==> src/rtl/fetch_pc_if.sv <==
// ============================================================================
// Module      : fetch_pc_if
// Description : Redirect, return-stack and PC status bundle of the fetch PC unit.
// Revision    : 1.0 - initial release
// ============================================================================
`default_nettype none

interface fetch_pc_if #(
    parameter int ADDR_W    = 32,
    parameter int RAS_DEPTH = 4
);
    logic                         stall;
    logic                         exc_req;
    logic                         eret_req;
    logic [ADDR_W-3:0]            epc;
    logic                         jr_req;
    logic [ADDR_W-1:0]            jr_target;
    logic                         j_req;
    logic [25:0]                  j_addr26;
    logic                         br_taken;
    logic [15:0]                  br_off16;
    logic                         ras_push;
    logic                         ras_pop;
    logic [ADDR_W-1:0]            pc;
    logic [ADDR_W-1:0]            npc;
    logic                         halted;
    logic                         pend_valid;
    logic                         misaligned;
    logic [ADDR_W-1:0]            ras_top;
    logic                         ras_empty;
    logic [$clog2(RAS_DEPTH):0]   ras_count;

    modport master (
        output stall, exc_req, eret_req, epc, jr_req, jr_target,
               j_req, j_addr26, br_taken, br_off16, ras_push, ras_pop,
        input  pc, npc, halted, pend_valid, misaligned,
               ras_top, ras_empty, ras_count
    );

    modport slave (
        input  stall, exc_req, eret_req, epc, jr_req, jr_target,
               j_req, j_addr26, br_taken, br_off16, ras_push, ras_pop,
        output pc, npc, halted, pend_valid, misaligned,
               ras_top, ras_empty, ras_count
    );
endinterface

`default_nettype wire

==> src/rtl/fetch_pc_unit.sv <==
// ============================================================================
// Module      : fetch_pc_unit
// Description : Fetch PC sequencer with prioritised redirects, stall-time
//               pending redirect capture and a circular return-address stack.
// Revision    : 1.0 - initial release
// ============================================================================
`default_nettype none

module fetch_pc_unit #(
    parameter int                ADDR_W    = 32,
    parameter logic [ADDR_W-1:0] RESET_VEC = ADDR_W'(32'h0000_3000),
    parameter logic [ADDR_W-1:0] KTEXT_VEC = ADDR_W'(32'h0000_4180),
    parameter logic [ADDR_W-1:0] HALT_ADDR = KTEXT_VEC - ADDR_W'(4),
    parameter int                RAS_DEPTH = 4
) (
    input  wire logic  clk,
    input  wire logic  reset,
    fetch_pc_if.slave  bus
);

    localparam int c_PTR_W = $clog2(RAS_DEPTH);
    localparam int c_CNT_W = c_PTR_W + 1;

    // Priority class: larger value wins
    localparam logic [2:0] c_CLS_NONE = 3'd0;
    localparam logic [2:0] c_CLS_BR   = 3'd1;
    localparam logic [2:0] c_CLS_J    = 3'd2;
    localparam logic [2:0] c_CLS_JR   = 3'd3;
    localparam logic [2:0] c_CLS_ERET = 3'd4;
    localparam logic [2:0] c_CLS_EXC  = 3'd5;

    logic [ADDR_W-1:0]  r_pc;
    logic               r_pend_valid;
    logic [2:0]         r_pend_cls;
    logic [ADDR_W-1:0]  r_pend_tgt;
    logic [ADDR_W-1:0]  r_ras [RAS_DEPTH];
    logic [c_PTR_W-1:0] r_top;
    logic [c_CNT_W-1:0] r_cnt;

    logic [ADDR_W-1:0]  w_seq;
    logic [ADDR_W-1:0]  w_br_tgt;
    logic [ADDR_W-1:0]  w_j_tgt;
    logic [2:0]         w_live_cls;
    logic [ADDR_W-1:0]  w_live_tgt;
    logic [ADDR_W-1:0]  w_npc;
    logic               w_halted;
    logic               w_pend_take;
    logic               w_latch;
    logic               w_push;
    logic               w_pop;
    logic               w_empty;

    assign w_seq    = r_pc + ADDR_W'(4);
    assign w_br_tgt = r_pc + {{(ADDR_W-18){bus.br_off16[15]}}, bus.br_off16, 2'b00};
    assign w_j_tgt  = {r_pc[ADDR_W-1:28], bus.j_addr26, 2'b00};
    assign w_halted = (r_pc == HALT_ADDR);

    always_comb begin
        w_live_cls = c_CLS_NONE;
        w_live_tgt = w_seq;
        if (bus.exc_req) begin
            w_live_cls = c_CLS_EXC;
            w_live_tgt = KTEXT_VEC;
        end else if (bus.eret_req) begin
            w_live_cls = c_CLS_ERET;
            w_live_tgt = {bus.epc, 2'b00};
        end else if (bus.jr_req) begin
            w_live_cls = c_CLS_JR;
            w_live_tgt = bus.jr_target;
        end else if (bus.j_req) begin
            w_live_cls = c_CLS_J;
            w_live_tgt = w_j_tgt;
        end else if (bus.br_taken) begin
            w_live_cls = c_CLS_BR;
            w_live_tgt = w_br_tgt;
        end
    end

    // Pending redirect wins ties against a live request of the same class
    assign w_pend_take = r_pend_valid && (r_pend_cls >= w_live_cls);
    assign w_latch     = bus.stall && !w_halted && (w_live_cls != c_CLS_NONE) &&
                         (!r_pend_valid || (w_live_cls >= r_pend_cls));

    always_comb begin
        w_npc = w_live_tgt;
        if (w_halted || bus.stall) begin
            w_npc = r_pc;
        end else if (w_pend_take) begin
            w_npc = r_pend_tgt;
        end
    end

    always_ff @(posedge clk or negedge reset) begin
        if (!reset) begin
            r_pc         <= RESET_VEC;
            r_pend_valid <= 1'b0;
            r_pend_cls   <= c_CLS_NONE;
            r_pend_tgt   <= '0;
        end else begin
            r_pc <= w_npc;
            if (w_halted || !bus.stall) begin
                r_pend_valid <= 1'b0;
                r_pend_cls   <= c_CLS_NONE;
            end else if (w_latch) begin
                r_pend_valid <= 1'b1;
                r_pend_cls   <= w_live_cls;
                r_pend_tgt   <= w_live_tgt;
            end
        end
    end

    // Return-address stack keeps tracking decode even while fetch is stalled
    assign w_push  = bus.ras_push && !w_halted;
    assign w_pop   = bus.ras_pop  && !w_halted;
    assign w_empty = (r_cnt == '0);

    always_ff @(posedge clk or negedge reset) begin
        if (!reset) begin
            for (int i = 0; i < RAS_DEPTH; i++) begin
                r_ras[i] <= '0;
            end
            r_top <= '0;
            r_cnt <= '0;
        end else if (w_push && (!w_pop || w_empty)) begin
            r_ras[r_top + c_PTR_W'(1)] <= w_seq;
            r_top <= r_top + c_PTR_W'(1);
            if (r_cnt != c_CNT_W'(RAS_DEPTH)) begin
                r_cnt <= r_cnt + c_CNT_W'(1);
            end
        end else if (w_push && w_pop) begin
            r_ras[r_top] <= w_seq;
        end else if (w_pop && !w_empty) begin
            r_top <= r_top - c_PTR_W'(1);
            r_cnt <= r_cnt - c_CNT_W'(1);
        end
    end

    assign bus.pc         = r_pc;
    assign bus.npc        = w_npc;
    assign bus.halted     = w_halted;
    assign bus.pend_valid = r_pend_valid;
    assign bus.misaligned = |r_pc[1:0];
    assign bus.ras_top    = w_empty ? '0 : r_ras[r_top];
    assign bus.ras_empty  = w_empty;
    assign bus.ras_count  = r_cnt;

endmodule

`default_nettype wire

==> src/flat_wrapper.sv <==
// flat-port wrapper written by rule: the top's interface ports become plain ports
module fetch_pc_unit_flat 
#(
    parameter int                ADDR_W    = 32,
    parameter logic [ADDR_W-1:0] RESET_VEC = ADDR_W'(32'h0000_3000),
    parameter logic [ADDR_W-1:0] KTEXT_VEC = ADDR_W'(32'h0000_4180),
    parameter logic [ADDR_W-1:0] HALT_ADDR = KTEXT_VEC - ADDR_W'(4),
    parameter int                RAS_DEPTH = 4
)
  (clk, reset, bus_stall, bus_exc_req, bus_eret_req, bus_epc, bus_jr_req, bus_jr_target, bus_j_req, bus_j_addr26, bus_br_taken, bus_br_off16, bus_ras_push, bus_ras_pop, bus_pc, bus_npc, bus_halted, bus_pend_valid, bus_misaligned, bus_ras_top, bus_ras_empty, bus_ras_count);
  fetch_pc_if #(.ADDR_W(ADDR_W), .RAS_DEPTH(RAS_DEPTH)) bus_i ();
  input  wire logic clk;
  input  wire logic reset;
  input wire logic [$bits(bus_i.stall)-1:0] bus_stall;
  input wire logic [$bits(bus_i.exc_req)-1:0] bus_exc_req;
  input wire logic [$bits(bus_i.eret_req)-1:0] bus_eret_req;
  input wire logic [$bits(bus_i.epc)-1:0] bus_epc;
  input wire logic [$bits(bus_i.jr_req)-1:0] bus_jr_req;
  input wire logic [$bits(bus_i.jr_target)-1:0] bus_jr_target;
  input wire logic [$bits(bus_i.j_req)-1:0] bus_j_req;
  input wire logic [$bits(bus_i.j_addr26)-1:0] bus_j_addr26;
  input wire logic [$bits(bus_i.br_taken)-1:0] bus_br_taken;
  input wire logic [$bits(bus_i.br_off16)-1:0] bus_br_off16;
  input wire logic [$bits(bus_i.ras_push)-1:0] bus_ras_push;
  input wire logic [$bits(bus_i.ras_pop)-1:0] bus_ras_pop;
  output wire logic [$bits(bus_i.pc)-1:0] bus_pc;
  output wire logic [$bits(bus_i.npc)-1:0] bus_npc;
  output wire logic [$bits(bus_i.halted)-1:0] bus_halted;
  output wire logic [$bits(bus_i.pend_valid)-1:0] bus_pend_valid;
  output wire logic [$bits(bus_i.misaligned)-1:0] bus_misaligned;
  output wire logic [$bits(bus_i.ras_top)-1:0] bus_ras_top;
  output wire logic [$bits(bus_i.ras_empty)-1:0] bus_ras_empty;
  output wire logic [$bits(bus_i.ras_count)-1:0] bus_ras_count;
  assign bus_i.stall = bus_stall;
  assign bus_i.exc_req = bus_exc_req;
  assign bus_i.eret_req = bus_eret_req;
  assign bus_i.epc = bus_epc;
  assign bus_i.jr_req = bus_jr_req;
  assign bus_i.jr_target = bus_jr_target;
  assign bus_i.j_req = bus_j_req;
  assign bus_i.j_addr26 = bus_j_addr26;
  assign bus_i.br_taken = bus_br_taken;
  assign bus_i.br_off16 = bus_br_off16;
  assign bus_i.ras_push = bus_ras_push;
  assign bus_i.ras_pop = bus_ras_pop;
  assign bus_pc = bus_i.pc;
  assign bus_npc = bus_i.npc;
  assign bus_halted = bus_i.halted;
  assign bus_pend_valid = bus_i.pend_valid;
  assign bus_misaligned = bus_i.misaligned;
  assign bus_ras_top = bus_i.ras_top;
  assign bus_ras_empty = bus_i.ras_empty;
  assign bus_ras_count = bus_i.ras_count;
  fetch_pc_unit #(.ADDR_W(ADDR_W), .RESET_VEC(RESET_VEC), .KTEXT_VEC(KTEXT_VEC), .HALT_ADDR(HALT_ADDR), .RAS_DEPTH(RAS_DEPTH)) u_core (.clk(clk), .reset(reset), .bus(bus_i));
endmodule
==> config.mk <==
export PLATFORM = sky130hd
export DESIGN_NAME = fetch_pc_unit_flat
export DESIGN_NICKNAME = d
export VERILOG_FILES = /design/src/rtl/fetch_pc_if.sv /design/src/rtl/fetch_pc_unit.sv /design/src/flat_wrapper.sv
export SDC_FILE = /design/constraint.sdc
export NUM_CORES = 1
export LEC_CHECK = 0
export CORE_ASPECT_RATIO = 0.6
export CORE_MARGIN = 2
export CORE_UTILIZATION = 35
export DETAILED_ROUTE_END_ITERATION = 8
export GPL_TIMING_DRIVEN = 0
export PLACE_DENSITY = 0.6
export REMOVE_ABC_BUFFERS = 1
export SETUP_SLACK_MARGIN = 0.15
export SYNTH_ARGS = -nofsm -noshare
export SYNTH_HDL_FRONTEND = slang
export SYNTH_SLANG_ARGS = --single-unit
==> constraint.sdc <==
create_clock -name clk -period 14.4 [get_ports clk]
set_input_delay 4.32 -clock clk [delete_from_list [all_inputs] [get_ports clk]]
set_output_delay 4.32 -clock clk [all_outputs]
set_load 0.01 [all_outputs]
# Yosys cells after proc, flatten, opt, wreduce, memory -nomap -nowiden
# Cells that the tools add are included.
dict set report word_totals {
  ff_bits 201
  inputBits 114
  out_inout_bits 103
  elab_cells 93
}
dict set report classes {
  addsub 6
  order_cmp 6
  n_eq_ne 4
  muxes 35
  n_bitwise 3
  reduce_logical 29
}
# cell count
set ops {}
lappend ops {{2-to-1 mux 32 bit} 12}
lappend ops {{bitwise mux 128 bit} 2}
lappend ops {{2-to-1 mux 128 bit} 2}
lappend ops {{demux 32 bit (select 2 bit)} 2}
lappend ops {{binary-select mux 32 bit (select 2 bit)} 1}
lappend ops {{adder 32 x 3 -> 32 bit (second input constant)} 1}
lappend ops {{adder 32 bit} 1}
lappend ops {{equality test 32 x 15 -> 1 bit (second input constant)} 1}
lappend ops {{2-to-1 mux 3 bit} 10}
lappend ops {{logical AND 1 bit} 11}
lappend ops {{greater-or-equal comparator 3 bit} 2}
lappend ops {{greater-or-equal comparator 3 bit (second input constant)} 2}
lappend ops {{< comparator 3 x 1 -> 1 bit (second input constant)} 2}
lappend ops {{2-to-1 mux 2 bit} 3}
lappend ops {{inverter 2 -> 3 bit} 2}
lappend ops {{nonzero test 2 bit} 3}
lappend ops {{logical NOT 1 bit} 5}
lappend ops {{logical OR 1 bit} 4}
lappend ops {{AND reduction 2 bit} 2}
lappend ops {{adder 3 x 1 -> 3 bit (second input constant)} 1}
lappend ops {{logical NOT 3 bit} 1}
lappend ops {{2-to-1 mux 1 bit} 3}
lappend ops {{!= test 3 bit (second input constant)} 1}
lappend ops {{AND reduction 3 bit} 1}
lappend ops {{other kinds (8)} 8}

# Longest topological paths before layout
# Gate-level depths: netlist (run 1).
dict set report depth {
  ltp_word 10
  depth_mapped 15
  mapped_depth_nobuf 13
}

# Least setup slack after synthesis (run 1)
# Ideal clock, no wire load.
dict set report synth_timing {
  kind {input-to-output}
  from {input bus_br_off16[0]}
  to {output bus_npc[20]}
  arrival_time_ns 6.821
  required_ns 10.080
  slack_ns 3.259
  path_stages 12
  path_buffers 0
  cell_sequence {ha_1 inv_1 fa_1 nand2b_1 a21oi_1 o21ai_1 o31ai_1 a41oi_1 xor2_1 a221oi_1 nor2_1 o21ai_0}
}
dict set report synth_via {
  elab_chain_cells 8
}
# item line_no
set synth_lines {}
lappend synth_lines {{start, declared} flat_wrapper.sv:23} ;# input wire logic [$bits(bus_i.br_off16)-1:0] bus_br_off16;
lappend synth_lines {{adder 32 bit} fetch_pc_unit.sv:54} ;# assign w_br_tgt = r_pc + {{(ADDR_W-18){bus.br_off16[15]}}, bus.br_off16, 2'b00};
lappend synth_lines {{2-to-1 mux 32 bit} fetch_pc_unit.sv:73} ;# end else if (bus.br_taken) begin
lappend synth_lines {{2-to-1 mux 32 bit} fetch_pc_unit.sv:70} ;# end else if (bus.j_req) begin
lappend synth_lines {{2-to-1 mux 32 bit} fetch_pc_unit.sv:67} ;# end else if (bus.jr_req) begin
lappend synth_lines {{2-to-1 mux 32 bit} fetch_pc_unit.sv:64} ;# end else if (bus.eret_req) begin
lappend synth_lines {{2-to-1 mux 32 bit} fetch_pc_unit.sv:61} ;# if (bus.exc_req) begin
lappend synth_lines {{2-to-1 mux 32 bit} fetch_pc_unit.sv:88} ;# end else if (w_pend_take) begin
lappend synth_lines {{2-to-1 mux 32 bit} fetch_pc_unit.sv:86} ;# if (w_halted || bus.stall) begin
lappend synth_lines {{end, declared} flat_wrapper.sv:27} ;# output wire logic [$bits(bus_i.npc)-1:0] bus_npc;
# No other way between the ends.

# Worst setup path in the final report (run 1)
dict set report layout_timing {
  from {input bus_j_req}
  to {output bus_npc[13]}
}
dict set report layout_via {
  elab_chain_cells 8
  word_cells_on_any_way 12
  cone_classes {order compare (1); mux (10); reduce/logical (1)}
}
# item line_no
set layout_lines {}
lappend layout_lines {{start, declared} flat_wrapper.sv:20} ;# input wire logic [$bits(bus_i.j_req)-1:0] bus_j_req;
lappend layout_lines {{2-to-1 mux 3 bit} fetch_pc_unit.sv:70}
lappend layout_lines {{2-to-1 mux 3 bit} fetch_pc_unit.sv:67}
lappend layout_lines {{2-to-1 mux 3 bit} fetch_pc_unit.sv:64}
lappend layout_lines {{2-to-1 mux 3 bit} fetch_pc_unit.sv:61}
lappend layout_lines {{greater-or-equal comparator 3 bit} fetch_pc_unit.sv:80} ;# assign w_pend_take = r_pend_valid && (r_pend_cls >= w_live_cls);
lappend layout_lines {{logical AND 1 bit} fetch_pc_unit.sv:80}
lappend layout_lines {{2-to-1 mux 32 bit *} fetch_pc_unit.sv:88}
lappend layout_lines {{2-to-1 mux 32 bit *} fetch_pc_unit.sv:86}
# Mark *: on every way between the ends. The rest lies on a longest branch, timed or not.

==> impl_metrics.tcl, run 1 <==
set metrics [dict create \
    grt_max_degree 110 \
    drc_errors 0 \
    die-area_sq_um 37200 \
    start_util_pct 35.5 \
    period_needed_ns 13.86 \
    rsz0062_at_grt "no" \
    layout_common_cells "nand2_1, clkdlybuf4s50_1, dfrtp_1" \
    final_common_cell "nand2_1" \
    slowest_delay_ns 0.81 \
    critPathCaptureType "output pin" \
    cp_max_fo 40 \
    power.density_nw_per_um2 172 \
    fin_crit_sh_pct 96.2 \
    wire_per_inst_um 21.0 \
    dp.cells 2009 \
    cts-root-buf "clkbuf_16" \
    gp_congestion 0.884 \
    synth_warnings 0 \
    crit_chain "dlymetal6s2s_1 -> inv_1 -> nand2_1 -> a21oi_1 -> nor2_1 -> inv_1 -> ha_1 -> nor2b_1 -> o21a_1 -> o21a_1 -> a41o_2 -> nor3_1 -> o31ai_1 -> clkdlybuf4s50_1" \
    fin_cells 2047 \
    outcome "complete, no violations" \
    synth-simple-area-share_pct 18.9 \
    crit_required_ns 10.08 \
    htreeDepth 1 \
    drt_iter0_drc 1044 \
    finalHoldViolations 0 \
    cts_buffer_depth 3 \
    io_pins 217 \
    synth_xor_area_share_pct 3.58 \
    row_count 53 \
    tightest_slew_ns 1.38 \
    yosys.area.top_type_share_pct 39.9 \
    grt.total_usage_pct 23.2 \
    synth.top_cells.by_area "dfrtp_1, o21ai_0, nand2_1" \
    synthCells 1403 \
    die_y_um 150 \
    dp_hpwl_um 31800 \
    final_area_sq_um 15600 \
    clk_latency_ns 0.53 \
    synthDistinctLibCells 71 \
    fin_ws_ns 0.542 \
    grt_pass1_vias 11200 \
    pre_cts_ws_ns 0.184 \
    cts_resized 0 \
    netlist_area_sq_um 12500 \
    cp-start-kind "input port" \
    synthAdderAreaFrac_pct 4.03 \
    tritoncts "yes" \
    wl_um 42900 \
    syn_to_final_growth_pct 25.2 \
    io_buffer_count 216 \
    layout-drive-gt1-share_pct 6.65 \
    fin_skew_ns 0.0162 \
    placed_area_sq_um 14900 \
    post_cts_buffers 0 \
    cts_buffers 21 \
    cts_hold_buf 0 \
    seq_area_frac_synth_pct 40.4 \
    die_width_um 248 \
    num_vias 11300 \
    slew_violations 0 \
    design.core.area_sq_um 35100 \
    arrival_ns 9.54 \
    synthArstFlopShare_pct 100 \
    drt_first_pass_iters 5 \
    cts.clk_slew.worst_paths_ns 0.06 \
    ant_nets 0 \
    diodes 0 \
    yosys_register_bits 201 \
    hp-class "register to register" \
    max_clock_freq_mhz 72.2 \
    synth_edf_count 0 \
    clock_sinks 201 \
    yosys.area.top_type "dfrtp_1" \
    cap_violations 0 \
    ir_drop_mv 0.113 \
    synth_top_family_by_area "compound AO/OA/AOI/OAI gates" \
    crit_type "input port to output pin" \
    synth_compound_area_share_pct 20.2 \
    crit_slowest_cell "dlymetal6s2s_1" \
    avgSynthCellArea_sq_um 8.89 \
    grt_pass1_wl_um 66100 \
    vias_per_cell 5.54 \
    synth.mux.area_fraction_pct 8.22 \
    leakagePower_nw 6.63 \
    power.total_mw 2.69 \
    synthFlopType "dfrtp_1" \
    setup_viol 0 \
    antenna_found_initial 0 \
    grt_remaining_overflow 0 \
    nets 1718 \
    relSlewSlack_pct 7.65 \
]
cell usage after synthesis, types with 3 or more instances:
cell type  instances
a211o_1            4
a211oi_1          18
a21o_1            24
a21oi_1           95
a221oi_1           5
a22o_1             3
a22oi_1           10
a311oi_1           3
a31oi_1            9
and2_1             9
and3_1            13
and4_1             3
buf_1              9
buf_2             15
buf_4              9
buf_6             11
clkbuf_1          41
dfrtp_1          199
ha_1              37
inv_1             30
mux2_1             8
mux2_2            11
mux2i_1            9
mux4_2            32
nand2_1          242
nand2_4            4
nand2b_1           9
nand3_1           31
nand3b_1           3
nand4_1           19
nor2_1            84
nor2b_1           40
nor3_1            27
nor3b_1            4
nor4_1             9
o211ai_1           4
o21a_1             6
o21ai_0          195
o21ai_1            8
o221ai_1           4
o22ai_1            7
o31ai_1            8
or2_2              3
xnor2_1           21
xor2_1            30
state kept, by name (all words and copies together) (netlist names):
name and count:
u_core.r_ras 128, u_core.r_top 2, u_core.r_pend_tgt 32, u_core.bus.pc 32
u_core.r_pend_cls 3, u_core.bus.pend_valid 1, u_core.bus.ras_count 3
final cells by class:
cell class,count,area (sq um)
clock buffer,31,563
sequential,201,5030
fill,3427,19500
clock inverter,7,116
multi-input combinational,1085,6870
tap,467,584
inverter,31,116
timing repair buffer,225,2330
worst max-delay path: cells and delay by family:
family,cells,cell delay (ns)
compound gates,5,1.70
simple gates,4,1.00
buf+inv,4,2.30
fa+ha+maj,1,0.17
layer usage:
| layer | wire, um | up-vias | GRT usage [%] |
|---|---|---|---|
| met5 | 0 | - | 0 |
| met4 | 1220 | 0 | 6.38 |
| met3 | 3090 | 69 | 5.08 |
| met2 | 18200 | 396 | 34.9 |
| met1 | 20400 | 5513 | 33.7 |
| li1 | - | 5359 | - |
metrics by stage:
| stage | utilization, % | hold WS [ns] | TNS, ns |
|---|---|---|---|
| 2_1_floorplan | - | 0.442 | 0 |
| 4_1_cts | 44.5 | 0.479 | 0 |
| 6_report | 44.5 | 0.475 | 0 |
| 3_5_place_dp | 42.6 | 0.465 | 0 |
| 3_3_place_gp | 42.0 | 0.454 | -23.13 |
| 5_1_grt | 44.5 | 0.494 | 0 |
cell families (layout without fill, tap and decap cells):
kind of cell / count (synthesis) / after routing
xor gates and xnor gates: 51 / 51
AOI/OAI and AO/OA: 427 / 427
buffers and inverters: 117 / 294
DFF: 201 / 201
adders and majority gates: 39 / 39
muxes: 60 / 60
and+or+nand+nor: 508 / 508
report_power, final:
part	internal, mW	total (mW)	leakage, nW	switching, mW
Clock	0.326	0.562	0.325	0.236
Sequential	0.761	0.940	2.57	0.179
Combinational	0.580	1.19	3.73	0.611
worst paths after layout:
| path | from | end | slack, ns | cells past startpoint |
|---|---|---|---|---|
| max in group asynchronous | reset | u_core.r_top[1] | 9.58 | 2 |
| max reg2reg | u_core.bus.pc[2] | u_core.bus.pc[28] | 10.15 | 12 |
| max | bus_j_req | bus_npc[13] | 0.54 | 14 |
| min | u_core.r_ras[37] | u_core.r_ras[37] | 0.48 | 2 |
| min reg2reg | u_core.r_ras[37] | u_core.r_ras[37] | 0.48 | 2 |
| min in group asynchronous | reset | u_core.r_ras[101] | 3.79 | 1 |
No activity file was read; power rests on OpenSTA's default activity.
==> inputs of run 2 (changes only) <==
--- a/config.mk
+++ b/config.mk
@@ -6,9 +6,10 @@
 export NUM_CORES = 1
 export LEC_CHECK = 0
 export CORE_ASPECT_RATIO = 0.6
-export CORE_MARGIN = 2
+export CORE_MARGIN = 5
 export CORE_UTILIZATION = 35
 export DETAILED_ROUTE_END_ITERATION = 8
+export GPL_ROUTABILITY_DRIVEN = 0
 export GPL_TIMING_DRIVEN = 0
 export PLACE_DENSITY = 0.6
 export REMOVE_ABC_BUFFERS = 1
==> run 2 against run 1 <==
Flip-flop and latch count stayed put. Critical path depth unchanged. Combinational power about the same. First-iteration DRC count down 7.2%. Routed wire length is 2.6% higher. Clock skew is 0.020 ns higher. Non-clock buffer count increased by 1. Setup slack got worse by 0.040 ns. Via count grew 1.4%. Global-route usage shrank 1.7 points. Final cell count is 0.34% higher.
==> impl_metrics.tcl, run 2 (same netlist as run 1, synthesis figures left out) <==
set metrics [dict create \
    arrival_ns 9.58 \
    finalHoldViolations 0 \
    wire_per_inst_um 21.4 \
    cap_violations 0 \
    p_sw_share_pct 37.6 \
    critPathCaptureType "output pin" \
    cp-start-kind "input port" \
    power.density_nw_per_um2 174 \
    dp_hpwl_um 31900 \
    relSlewSlack_pct 13.8 \
    row_count 53 \
    layout_common_cells "nand2_1, clkdlybuf4s50_1, dfrtp_1" \
    pre_cts_ws_ns 0.128 \
    fin_ws_ns 0.502 \
    cts-root-buf "clkbuf_16" \
    sequentialPowerShare_pct 34.2 \
    start_util_pct 35.5 \
    grt_pass1_wl_um 67100 \
    setup_viol 0 \
    htreeDepth 1 \
    crit_chain "clkdlybuf4s50_1 -> nand2_1 -> a21oi_1 -> nor2_1 -> inv_1 -> ha_1 -> nor2b_1 -> o21a_1 -> o21a_1 -> a41oi_2 -> buf_8 -> nor2_1 -> o31ai_1 -> clkdlybuf4s50_1" \
    cts_buffer_depth 3 \
    clk_latency_ns 0.54 \
    cp_max_fo 29 \
    ir_drop_mv 0.0930 \
    tritoncts "yes" \
    outcome "complete, no violations" \
    slew_violations 0 \
    vias_per_cell 5.59 \
    p_comb_share_pct 43.9 \
    max_clock_freq_mhz 72.0 \
    nets 1720 \
    reg2reg_depth 12 \
    layout-drive-gt1-share_pct 7.46 \
    fin_crit_sh_pct 96.5 \
    die_y_um 156 \
    largest_reg_flops 128 \
    die_width_um 254 \
    p_sw_mw 1.03 \
    period_needed_ns 13.90 \
    crit_slowest_cell "clkdlybuf4s50_1" \
    clock_sinks 201 \
    grt_pass1_vias 11200 \
    slowest_delay_ns 1.32 \
    min_to "u_core.r_pend_tgt[11]" \
    fin_skew_ns 0.0366 \
    leakagePower_nw 6.68 \
    crit_type "input port to output pin" \
    rsz0062_at_grt "no" \
    post_cts_buffers 0 \
    clkPwrFrac_pct 21.9 \
    tightest_slew_ns 1.29 \
    hp-start "u_core.r_pend_tgt[11]" \
    ant_nets 0 \
    crit_required_ns 10.08 \
    wl_um 44000 \
    whs_path_depth 2 \
    drt_first_pass_iters 5 \
    grt.total_usage_pct 21.6 \
    placed_area_sq_um 14900 \
    die-area_sq_um 39600 \
    final_util_pct 44.8 \
    final_area_sq_um 15700 \
    hp-class "register to register" \
    antenna_found_initial 3 \
    largest_register "u_core.r_ras" \
    drt_iter0_drc 969 \
    grt_max_degree 115 \
    syn_to_final_growth_pct 26.1 \
    io_pins 217 \
    intPower_mw 1.70 \
    r2r_start "u_core.bus.pc[2]" \
    drc_errors 0 \
    num_vias 11500 \
    r2r_slack_ns 10.31 \
    design.core.area_sq_um 35100 \
    io_buffer_count 216 \
    final_common_cell "nand2_1" \
    cts.clk_slew.worst_paths_ns 0.06 \
    grt_remaining_overflow 0 \
    reg2reg_to "u_core.bus.pc[28]" \
    cts_buffers 21 \
]
[run 2: changes by cell type in the layout (fill, tap and decap cells not counted), sizes merged]
| cell | before | now |
|---|---|---|
| diode | 0 | 5 |
| inv | 31 | 30 |
| clkinv | 3 | 6 |
| clkinvlp | 1 | 2 |
| buf | 13 | 14 |
| clkbuf | 31 | 29 |
[run 2: power groups by stage]
stage	clock, mW	sequential (mW)	combinational, mW
after floorplan	0	0.904	0.678
after global placement	0	0.956	1.14
after detailed placement	0	0.942	1.21
after CTS	0.613	0.934	1.21
after global routing	0.639	0.961	1.32
final	0.599	0.936	1.20
[run 2: routing by layer]
layer | routed length (um) | track usage (%) | vias up
li1 | - | - | 5374
met1 | 20400 | 31.3 | 5600
met2 | 19000 | 32.7 | 443
met3 | 3190 | 4.52 | 75
met4 | 1460 | 6.52 | 0
met5 | 0 | 0 | -
[run 2: layout make-up]
type                    count  area, sq um
diodes                      5         12.5
fillers                  3391        19400
clock buffers              29          636
repair buffers            226         2330
well taps                 467          584
clock inverters             9          124
flip-flops and latches    201         5030
multi-input cells        1085         6870
repair inverters            1         5.00
inverters                  31          120
[run 2: worst max path at each step]
stage / slack [ns] / endpoint / from / cells past startpoint
final: 0.50 / bus_npc[13] / bus_br_taken / 14
after global routing: 0.36 / bus_npc[13] / bus_j_req / 14
after CTS: 0.22 / bus_npc[13] / bus_j_req / 14
after detailed placement: 0.13 / bus_npc[13] / bus_j_req / 15
after global placement: -1.47 / bus_npc[16] / bus_jr_req / 12
after floorplan: 2.96 / bus_npc[16] / bus_j_req / 10
[run 2: through the flow]
step           instances  hold slack [ns]  TNS [ns]  power (mW)
6_report            2054            0.476         0        2.73
5_1_grt             2052            0.501         0        2.92
4_1_cts             2049            0.480         0        2.76
3_5_place_dp        2010            0.467         0        2.15
3_3_place_gp        2000            0.454    -26.98        2.10
2_1_floorplan       1317            0.442         0        1.58
[run 2: critical path: cells and delay by family]
family,cells,cell delay (ns)
adders and majority gates,1,0.15
buffers and inverters,4,2.35
and+or+nand+nor,4,0.78
AOI/OAI and AO/OA,5,1.96
[run 2: what timing repair did]
action                                  4_1_cts  5_1_grt
endpoints found under the setup margin        1        1
resized for setup                             1        1
hold buffers                                  0        0
gates cloned                                  1        0
